===== src/rtl/io_hex_display_if.sv =====
// Output-port bundle between the CPU-side writer and the hex display driver.
// The master drives the port word and controls, the display drives the pins.
interface io_hex_display_if;
  logic [31:0] out_port0;
  logic        update;
  logic        blank_lz;
  logic [7:0]  an;
  logic [6:0]  seg;
  logic        frame_done;

  modport master (output out_port0, update, blank_lz,
                  input  an, seg, frame_done);
  modport slave  (input  out_port0, update, blank_lz,
                  output an, seg, frame_done);
endinterface


===== src/rtl/io_hex_display.sv =====
// Time-multiplexed common-anode 8-digit hex display driver for the CPU output port.
// Frames are latched from a shadow register only at frame wrap, so a digit never tears.
module io_hex_display #(
  parameter int CLK_DIV = 50000,
  parameter int DIGITS  = 8
) (
  input  logic            clock,
  input  logic            clrn,
  io_hex_display_if.slave io
);

  localparam int PW = (CLK_DIV > 1) ? $clog2(CLK_DIV) : 1;

  logic [PW-1:0] presc_q, presc_d;
  logic [2:0]    idx_q, idx_d;
  logic [31:0]   shadow_q, shadow_d;
  logic [31:0]   frame_q, frame_d;
  logic [7:0]    an_q, an_d;
  logic [6:0]    seg_q, seg_d;
  logic          fd_q, fd_d;

  logic          tick, last;
  logic [3:0]    nib;
  logic          blank;
  logic [7:0]    hi_zero;

  function automatic logic [6:0] hex7(input logic [3:0] h);
    case (h)
      4'h0: hex7 = 7'b1000000;
      4'h1: hex7 = 7'b1111001;
      4'h2: hex7 = 7'b0100100;
      4'h3: hex7 = 7'b0110000;
      4'h4: hex7 = 7'b0011001;
      4'h5: hex7 = 7'b0010010;
      4'h6: hex7 = 7'b0000010;
      4'h7: hex7 = 7'b1111000;
      4'h8: hex7 = 7'b0000000;
      4'h9: hex7 = 7'b0010000;
      4'hA: hex7 = 7'b0001000;
      4'hB: hex7 = 7'b0000011;
      4'hC: hex7 = 7'b1000110;
      4'hD: hex7 = 7'b0100001;
      4'hE: hex7 = 7'b0000110;
      default: hex7 = 7'b0001110;
    endcase
  endfunction

  // hi_zero[i]: every scanned nibble from i upward is zero in the latched frame
  for (genvar i = 0; i < 8; i++) begin : g_lz
    if (i < DIGITS) begin : g_on
      assign hi_zero[i] = (frame_q[4*DIGITS-1:4*i] == '0);
    end else begin : g_off
      assign hi_zero[i] = 1'b1;
    end
  end

  assign tick  = (presc_q == PW'(CLK_DIV - 1));
  assign last  = (idx_q == 3'(DIGITS - 1));
  assign nib   = frame_q[{idx_q, 2'b00} +: 4];
  assign blank = io.blank_lz && (idx_q != 3'd0) && hi_zero[idx_q];

  always_comb begin
    shadow_d = io.update ? io.out_port0 : shadow_q;
    presc_d  = tick ? '0 : presc_q + PW'(1);
    idx_d    = idx_q;
    frame_d  = frame_q;
    fd_d     = 1'b0;
    if (tick) begin
      idx_d = last ? 3'd0 : idx_q + 3'd1;
      if (last) begin
        frame_d = shadow_q;
        fd_d    = 1'b1;
      end
    end
    // idx < DIGITS, so anode bits at or above DIGITS stay high here
    an_d  = blank ? 8'hFF : ~(8'd1 << idx_q);
    seg_d = blank ? 7'h7F : hex7(nib);
  end

  always_ff @(posedge clock or negedge clrn) begin
    if (!clrn) begin
      presc_q  <= '0;
      idx_q    <= '0;
      shadow_q <= '0;
      frame_q  <= '0;
      an_q     <= 8'hFF;
      seg_q    <= 7'h7F;
      fd_q     <= 1'b0;
    end else begin
      presc_q  <= presc_d;
      idx_q    <= idx_d;
      shadow_q <= shadow_d;
      frame_q  <= frame_d;
      an_q     <= an_d;
      seg_q    <= seg_d;
      fd_q     <= fd_d;
    end
  end

  assign io.an         = an_q;
  assign io.seg        = seg_q;
  assign io.frame_done = fd_q;

endmodule


===== src/flat_wrapper.sv =====
// flat-port wrapper written by rule: the top's interface ports become plain ports
module io_hex_display_flat 
#(
  parameter int CLK_DIV = 50000,
  parameter int DIGITS  = 8
)
  (clock, clrn, io_out_port0, io_update, io_blank_lz, io_an, io_seg, io_frame_done);
  io_hex_display_if io_i ();
  input  logic clock;
  input  logic clrn;
  input wire logic [$bits(io_i.out_port0)-1:0] io_out_port0;
  input wire logic [$bits(io_i.update)-1:0] io_update;
  input wire logic [$bits(io_i.blank_lz)-1:0] io_blank_lz;
  output wire logic [$bits(io_i.an)-1:0] io_an;
  output wire logic [$bits(io_i.seg)-1:0] io_seg;
  output wire logic [$bits(io_i.frame_done)-1:0] io_frame_done;
  assign io_i.out_port0 = io_out_port0;
  assign io_i.update = io_update;
  assign io_i.blank_lz = io_blank_lz;
  assign io_an = io_i.an;
  assign io_seg = io_i.seg;
  assign io_frame_done = io_i.frame_done;
  io_hex_display #(.CLK_DIV(CLK_DIV), .DIGITS(DIGITS)) u_core (.clock(clock), .clrn(clrn), .io(io_i));
endmodule

===== config.mk =====
export PLATFORM = sky130hd
export DESIGN_NAME = io_hex_display_flat
export DESIGN_NICKNAME = d
export VERILOG_FILES = /design/src/rtl/io_hex_display_if.sv /design/src/rtl/io_hex_display.sv /design/src/flat_wrapper.sv
export SDC_FILE = /design/constraint.sdc
export NUM_CORES = 1
export LEC_CHECK = 0
export ABC_AREA = 1
export CAP_MARGIN = 20
export CORE_MARGIN = 2
export CORE_UTILIZATION = 50
export CTS_CLUSTER_DIAMETER = 30
export CTS_CLUSTER_SIZE = 30
export DETAILED_ROUTE_END_ITERATION = 16
export PLACE_DENSITY_LB_ADDON = 0.15
export SLEW_MARGIN = 20
export SYNTH_ARGS = -nofsm -noshare
export SYNTH_HDL_FRONTEND = slang
export SYNTH_SLANG_ARGS = --single-unit

===== constraint.sdc =====
create_clock -name clock -period 3.3 [get_ports clock]
set_input_delay 0.66 -clock clock [delete_from_list [all_inputs] [get_ports clock]]
set_output_delay 0.66 -clock clock [all_outputs]
set_load 0.02 [all_outputs]

======== Word-level counts from Yosys, hierarchy flattened ========
Memory sizes are Yosys's and may differ from the RTL's.
Cells that the tools add are included.
cells by class
  $add $sub $neg .......................... 2
  multipliers ............................. 0
  div/mod/pow operators ................... 0
  order comparisons ....................... 1
  equality and inequality tests ........... 2
  shift operators ......................... 2
  mux-type cells .......................... 8
  bitwise gates (word level) .............. 1
  reductions and logical operators ........ 12
operator list
  operator                 count
  $logic_not A32 Y1        1
  $shiftx A32 B6 Y4        1
  $logic_not A28 Y1        1
  $logic_not A24 Y1        1
  $logic_not A20 Y1        1
  $add A16 B1 Y16 const B  1
  $eq A16 B16 Y1 const B   1
  $logic_not A16 Y1        1
  $mux W16                 1
  $logic_not A12 Y1        1
  $logic_not A8 Y1         1
  $mux W8                  1
  $not A8 Y8               1
  $shl A1 B3 Y8 const A    1
  $mux W7                  1
  $logic_not A4 Y1         1
  $lt A3 B4 Y1 const B     1
  $add A3 B1 Y3 const B    1
  $bmux W1 S3              1
  $eq A3 B3 Y1 const B     1
  $mux W1                  3
  $mux W3                  1
  $reduce_bool A3 Y1       1
  $logic_and A1 B1 Y1      2
  $reduce_and A2 Y1        1
word-level totals
  bits in registers ....................... 99
  latch bits .............................. 0
  memory bits (writable) .................. 0
  ROM bits ................................ 112
  input port bits ......................... 36
  output and inout port bits .............. 16
  logic and storage cells ................. 36
  memories kept ........................... 1
memories
  name             depth  width  rd ports  clocked after memory_dff  write ports  line                  source
  (no name shown)  16     7      1         0                         0            io_hex_display.sv:28  case (h)

======== Logic depth before layout (Yosys ltp) ========
  depth after elaboration ................. 5
  mapped depth ............................ 12
  depth with buffers taken out ............ 11

======== Worst setup path after synthesis ========
No wires, ideal clock.
  path type ............................... register -> register
  start point ............................. register u_core.idx_q[0]
  end point ............................... register u_core.seg_q[5] (netlist: u_core.io.seg[5])
  library setup time ...................... 0.086 ns
  arrival time ............................ 1.654 ns
  data required time ...................... 3.214 ns
  path slack .............................. 1.559 ns
  cell stages (with the launch flop) ...... 13
  buffers on the path ..................... 1
  period minus slack after synthesis ...... 1.741 ns
  cell sequence ........................... dfrtp_1 inv_2 buf_2 nand2_1 nand3_1 nand3_1 nand2_1 inv_1 ha_1 nand3_1 nand2_1 nand2_1 nand3_1
on the way
  word-level cells in the longest chain between the ends .. 4
  elaborated cells between the ends (all ways) .. 8
  those cells by class .................... shift: 1; mux: 3; reduce/logical: 3; memory: 1
ends and longest elaborated chain
  item                                                                    line                  source
  start: declaration                                                      io_hex_display.sv:15  logic [2:0] idx_q, idx_d;
  start signal: assignment                                                io_hex_display.sv:91  idx_q <= idx_d;
  parallel branches: the longest is 3 deep, another holds $mem_v2 Z16 W7  -
  $mux W7 (*)                                                             io_hex_display.sv:77  seg_d = blank ? 7'h7F : hex7(nib);
  via u_core.seg_d[5]                                                     io_hex_display.sv:19  logic [6:0] seg_q, seg_d;
  end signal: assignment                                                  io_hex_display.sv:95  seg_q <= seg_d;
  end: declaration                                                        io_hex_display.sv:19
Mark *: on every way through the listed nets, which the timed path passes. The select of a mux whose other input is x is not followed.
A chain may end at the register's enable or synchronous reset.

======== Worst setup path after layout ========
  start point ............................. register u_core.seg_q[6] (netlist: u_core.io.seg[6])
  end point ............................... output port io_seg[6]
RTL lines
  item              line                source
  end: declaration  flat_wrapper.sv:15  output wire logic [$bits(io_i.seg)-1:0] io_seg;
No word-level cell between the ends.

==> implementation parameters <==
Parameter                              Value

Status
  Result of the run ... complete, no violations

Power
  Combinational share of power ... 5.2%
  Part of the total power dissipated in sequential elements ... 58.8%
  Ratio of total power to cell area ... ~390 nW/um^2
  Switching power as a share of total power ... 21.8%
  Peak supply drop ... around 0.00022 V
  Clock Power Share ... a little over a third
  Cell-internal power ... 1700 uW
  Total power of the final layout ... 2170 uW
  Switching pwr ... 473 uW
  Standby leakage power ... about 0.0028 uW

Global routing
  Vias in the first global route ... 3587
  Total global routing overflow ... 0
  GRT Overall Usage ... 19.6%
  Initial antenna violation count ... 0
  Largest net degree at the start of global routing ... 88
  Global-route wire length before repair ... 16300 um

Placed design
  Count of port buffers added during placement ... 51
  Placed wire-length estimate ... between 6000 and 7000 um
  Minimum setup slack after placement ... 1220 ps
  Global placement routability congestion ... 0.922
  Number of cells after detailed placement ... 714

Clock tree
  Clock Sink Count ... 99
  Post-cts resize count ... 0
  CTS H-tree depth ... 3
  Total CTS buffers ... 9
  Hold_buf cts ... 0
  Root buffer cell ... clkbuf_8
  Worst-Skew Late Latency ... 350 ps
  CTS clock-pin slew for the worst setup and hold paths ... 90 ps
  Number of setup buffers added after CTS ... 0
  Clock tree from TritonCTS ... yes
  Max clock buf depth ... 2

Timing
  Clock Skews ... roughly 9.5 ps
  Max transition margin ... 47.9%
  Worst-Margin Slew ... 781 ps
  Number of endpoints failing setup at the final stage ... 0
  Final Max Slew Viols ... 0
  Final Hold Fails ... 0
  Setup repair after global routing missed its margin ... no
  Setup WS post-layout ... 1170 ps
  Final critical-path share of the clock period ... roughly 65%
  Fin crit period ... ~2100 ps
  Achievable frequency ... 0.469 GHz
  Summed negative setup slack over all endpoints ... 0 ps

Layout
  Fraction of final layout cells sized beyond drive strength 1 ... a little over an eighth
  Antenna diode count ... 0
  Fillers ... 840
  Number of nets in the final layout ... 645
  Filler-free cell count of the finished design ... 730
  Post-Route Utilization ... 60.2%
  Signed area change from the synthesized netlist to the final layout ... 16.4%

Die
  Die Outline Area ... 10400 um^2
  Initial Util ... about half
  Number of cell rows ... 35
  Height of the die ... 102 um
  Placeable Area ... 9280 um^2
  Die Wd ... between 100 and 150 um
  I/O pin count ... between 50 and 60

Logic synthesis
  Post-synth EDFFs ... 0
  Ys Warns ... 0
  Syn Nets ... 595
  Sequential share of the synthesized area ... 52.0%
  Post-Syn Instances ... ~550
  Netlist area before placement ... 4800 um^2
  Most frequently used flop master after synthesis ... dfrtp_1
  Proportion of synthesized flip-flops having asynchronous set or reset ... 100%
  Number of unique standard cell types used by synthesis ... 31
  Flop and latch count out of synthesis ... 99
  Average cell area after synthesis ... 8.80 um^2

Worst setup path
  Setup Crit Path Kind ... flip-flop to primary output
  Buffers plus inverters on the worst setup path ... 1
  Crit path capture type ... primary output
  Crit-path leading delay family ... buffers and inverters
  Critical Path Start Type ... flip-flop
  Critical-path cell with the highest stage delay ... clkdlybuf4s50_1
  Required time of the critical path ... 2640 ps
  Worst path max stage delay ... 590 ps
  Worst EP arrival ... approximately 1500 ps
  Max FO, Critical Path ... 1
  Cell breakdown of the critical path ... clkdlybuf4s50_1

Routing
  TritonRoute pass-1 iters ... 4
  Detailed-route wire length ... 9010 um
  Violation count after the first detailed-route iteration ... 200
  Post-DR vias/cell ... 4.98
  Residual antenna-violating net count after detailed routing ... 0
  Remaining design rule violation count ... 0
  Total via count in the routed design ... 3637
  DR WL/cell ... 12.3 um

Flow run
  Max cap viols ... 0

Worst hold path
  Class of the most critical hold timing path ... primary input to asynchronous set/reset pin
==> power groups by stage <==
stage / clock (uW) / sequential [uW] / combinational, uW
final: 780 / 1280 / 113
after global routing: 858 / 1280 / 128
after CTS: 807 / 1280 / 116
after detailed placement: 0 / 1300 / 116
after global placement: 0 / 1300 / 112
after floorplan: 0 / 1290 / 45.0
==> worst reg2reg max path: cells and delay by family, from the launching register on <==
family,cells,cell delay [ps]
flip-flops,1,390
AND/OR/NAND/NOR,6,1150
buffers and inverters,1,310
adder cells (fa/ha/maj),1,190
==> registers in the layout (all words and copies together), names as in the netlist <==
| register | cells |
|---|---|
| u_core.frame_q | 32 |
| u_core.shadow_q | 32 |
| u_core.presc_q | 16 |
| u_core.io.an | 8 |
| u_core.io.seg | 7 |
| u_core.idx_q | 3 |
| u_core.io.frame_done | 1 |
==> layer usage <==
metal	track usage (%)	vias up	routed length [um]
met2	29.8	79	4030
met4	7.90	0	150
met5	0	-	0
met1	28.0	1725	4510
met3	3.49	12	328
li1	-	1821	-
==> synth_stat cells (3+ instances only) <==
| library cell | number | share of area, % |
|---|---|---|
| nand2_1 | 197 | 15 |
| dfrtp_1 | 84 | 44 |
| inv_1 | 52 | 4.1 |
| nand3_1 | 50 | 5.2 |
| nor2_1 | 32 | 2.5 |
| mux2_2 | 24 | 5.6 |
| dfstp_2 | 15 | 8.2 |
| ha_1 | 13 | 3.4 |
| nand2_2 | 11 | 1.4 |
| mux2_1 | 8 | 1.9 |
| buf_2 | 6 | 0.63 |
| buf_4 | 6 | 0.94 |
| nand4_1 | 6 | 0.78 |
| nor3_1 | 5 | 0.52 |
| inv_2 | 4 | 0.31 |
| o21ai_0 | 4 | 0.42 |
| xor2_1 | 4 | 0.73 |
| a21oi_1 | 3 | 0.31 |
| clkbuf_1 | 3 | 0.23 |
| nor4_2 | 3 | 0.78 |
| o211ai_1 | 3 | 0.47 |
==> path summary, 6_finish.rpt <==
kind,cells after the start,startpoint,slack (ps),endpoint
max in group asynchronous,2,clrn,2210,u_core.io.an[3]
min in group clock,2,u_core.shadow_q[13],480,u_core.frame_q[13]
min reg2reg,2,u_core.shadow_q[13],480,u_core.frame_q[13]
max,1,u_core.io.seg[6],1170,io_seg[6]
min,1,clrn,310,u_core.shadow_q[6]
max reg2reg,8,u_core.presc_q[0],1200,u_core.frame_q[4]
==> kinds of logic after synthesis <==
| family | count (synthesis) | synth area share (%) |
|---|---|---|
| simple gates | 309 | 27.5 |
| compound gates | 15 | 1.85 |
| buf+inv | 74 | 7.06 |
| mux | 32 | 7.50 |
| fa+ha+maj | 13 | 3.39 |
| xor+xnor | 4 | 0.729 |
| flops | 99 | 52.0 |
==> cells in the final DEF, fill, tap and decap left out, drive strengths merged <==
| master | synthesis | final |
|---|---|---|
| nand2 | 208 | 208 |
| dfrtp | 84 | 84 |
| inv | 56 | 58 |
| nand3 | 50 | 50 |
| clkdlybuf4s50 | 0 | 50 |
| nor2 | 33 | 33 |
| mux2 | 32 | 32 |
| dfstp | 15 | 15 |
| ha | 13 | 13 |
| clkbuf | 3 | 10 |
| buf | 15 | 7 |
| nand4 | 6 | 6 |
| nor3 | 6 | 6 |
| o21ai | 6 | 6 |
| nor4 | 5 | 5 |
| xor2 | 4 | 4 |
| a21oi | 3 | 3 |
| o211ai | 3 | 3 |
| clkinv | 0 | 3 |
| a41oi | 1 | 1 |
| o22ai | 1 | 1 |
| a31oi | 1 | 1 |
| nand3b | 1 | 1 |
| bufinv | 0 | 1 |
==> area by class of cell <==
| cell class | instances | area [um^2] | area share, % |
|---|---|---|---|
| flip-flops and latches | 99 | 2500 | 44.6 |
| multi-input cells | 373 | 1970 | 35.2 |
| repair buffers | 57 | 557 | 9.96 |
| inverters | 56 | 210 | 3.76 |
| well taps | 129 | 161 | 2.89 |
| clock buffers | 10 | 138 | 2.46 |
| clock inverters | 6 | 62.6 | 1.12 |
==> metrics by stage <==
stage               hold WS [ps]  instance area, um^2
finish                       313                 5590
detailed placement           461                 5390
CTS                          482                 5590
global placement             442                 5390
global route                 414                 5590
floorplan                    364                 4800
Note: power is estimated with default switching activity, not from simulation.
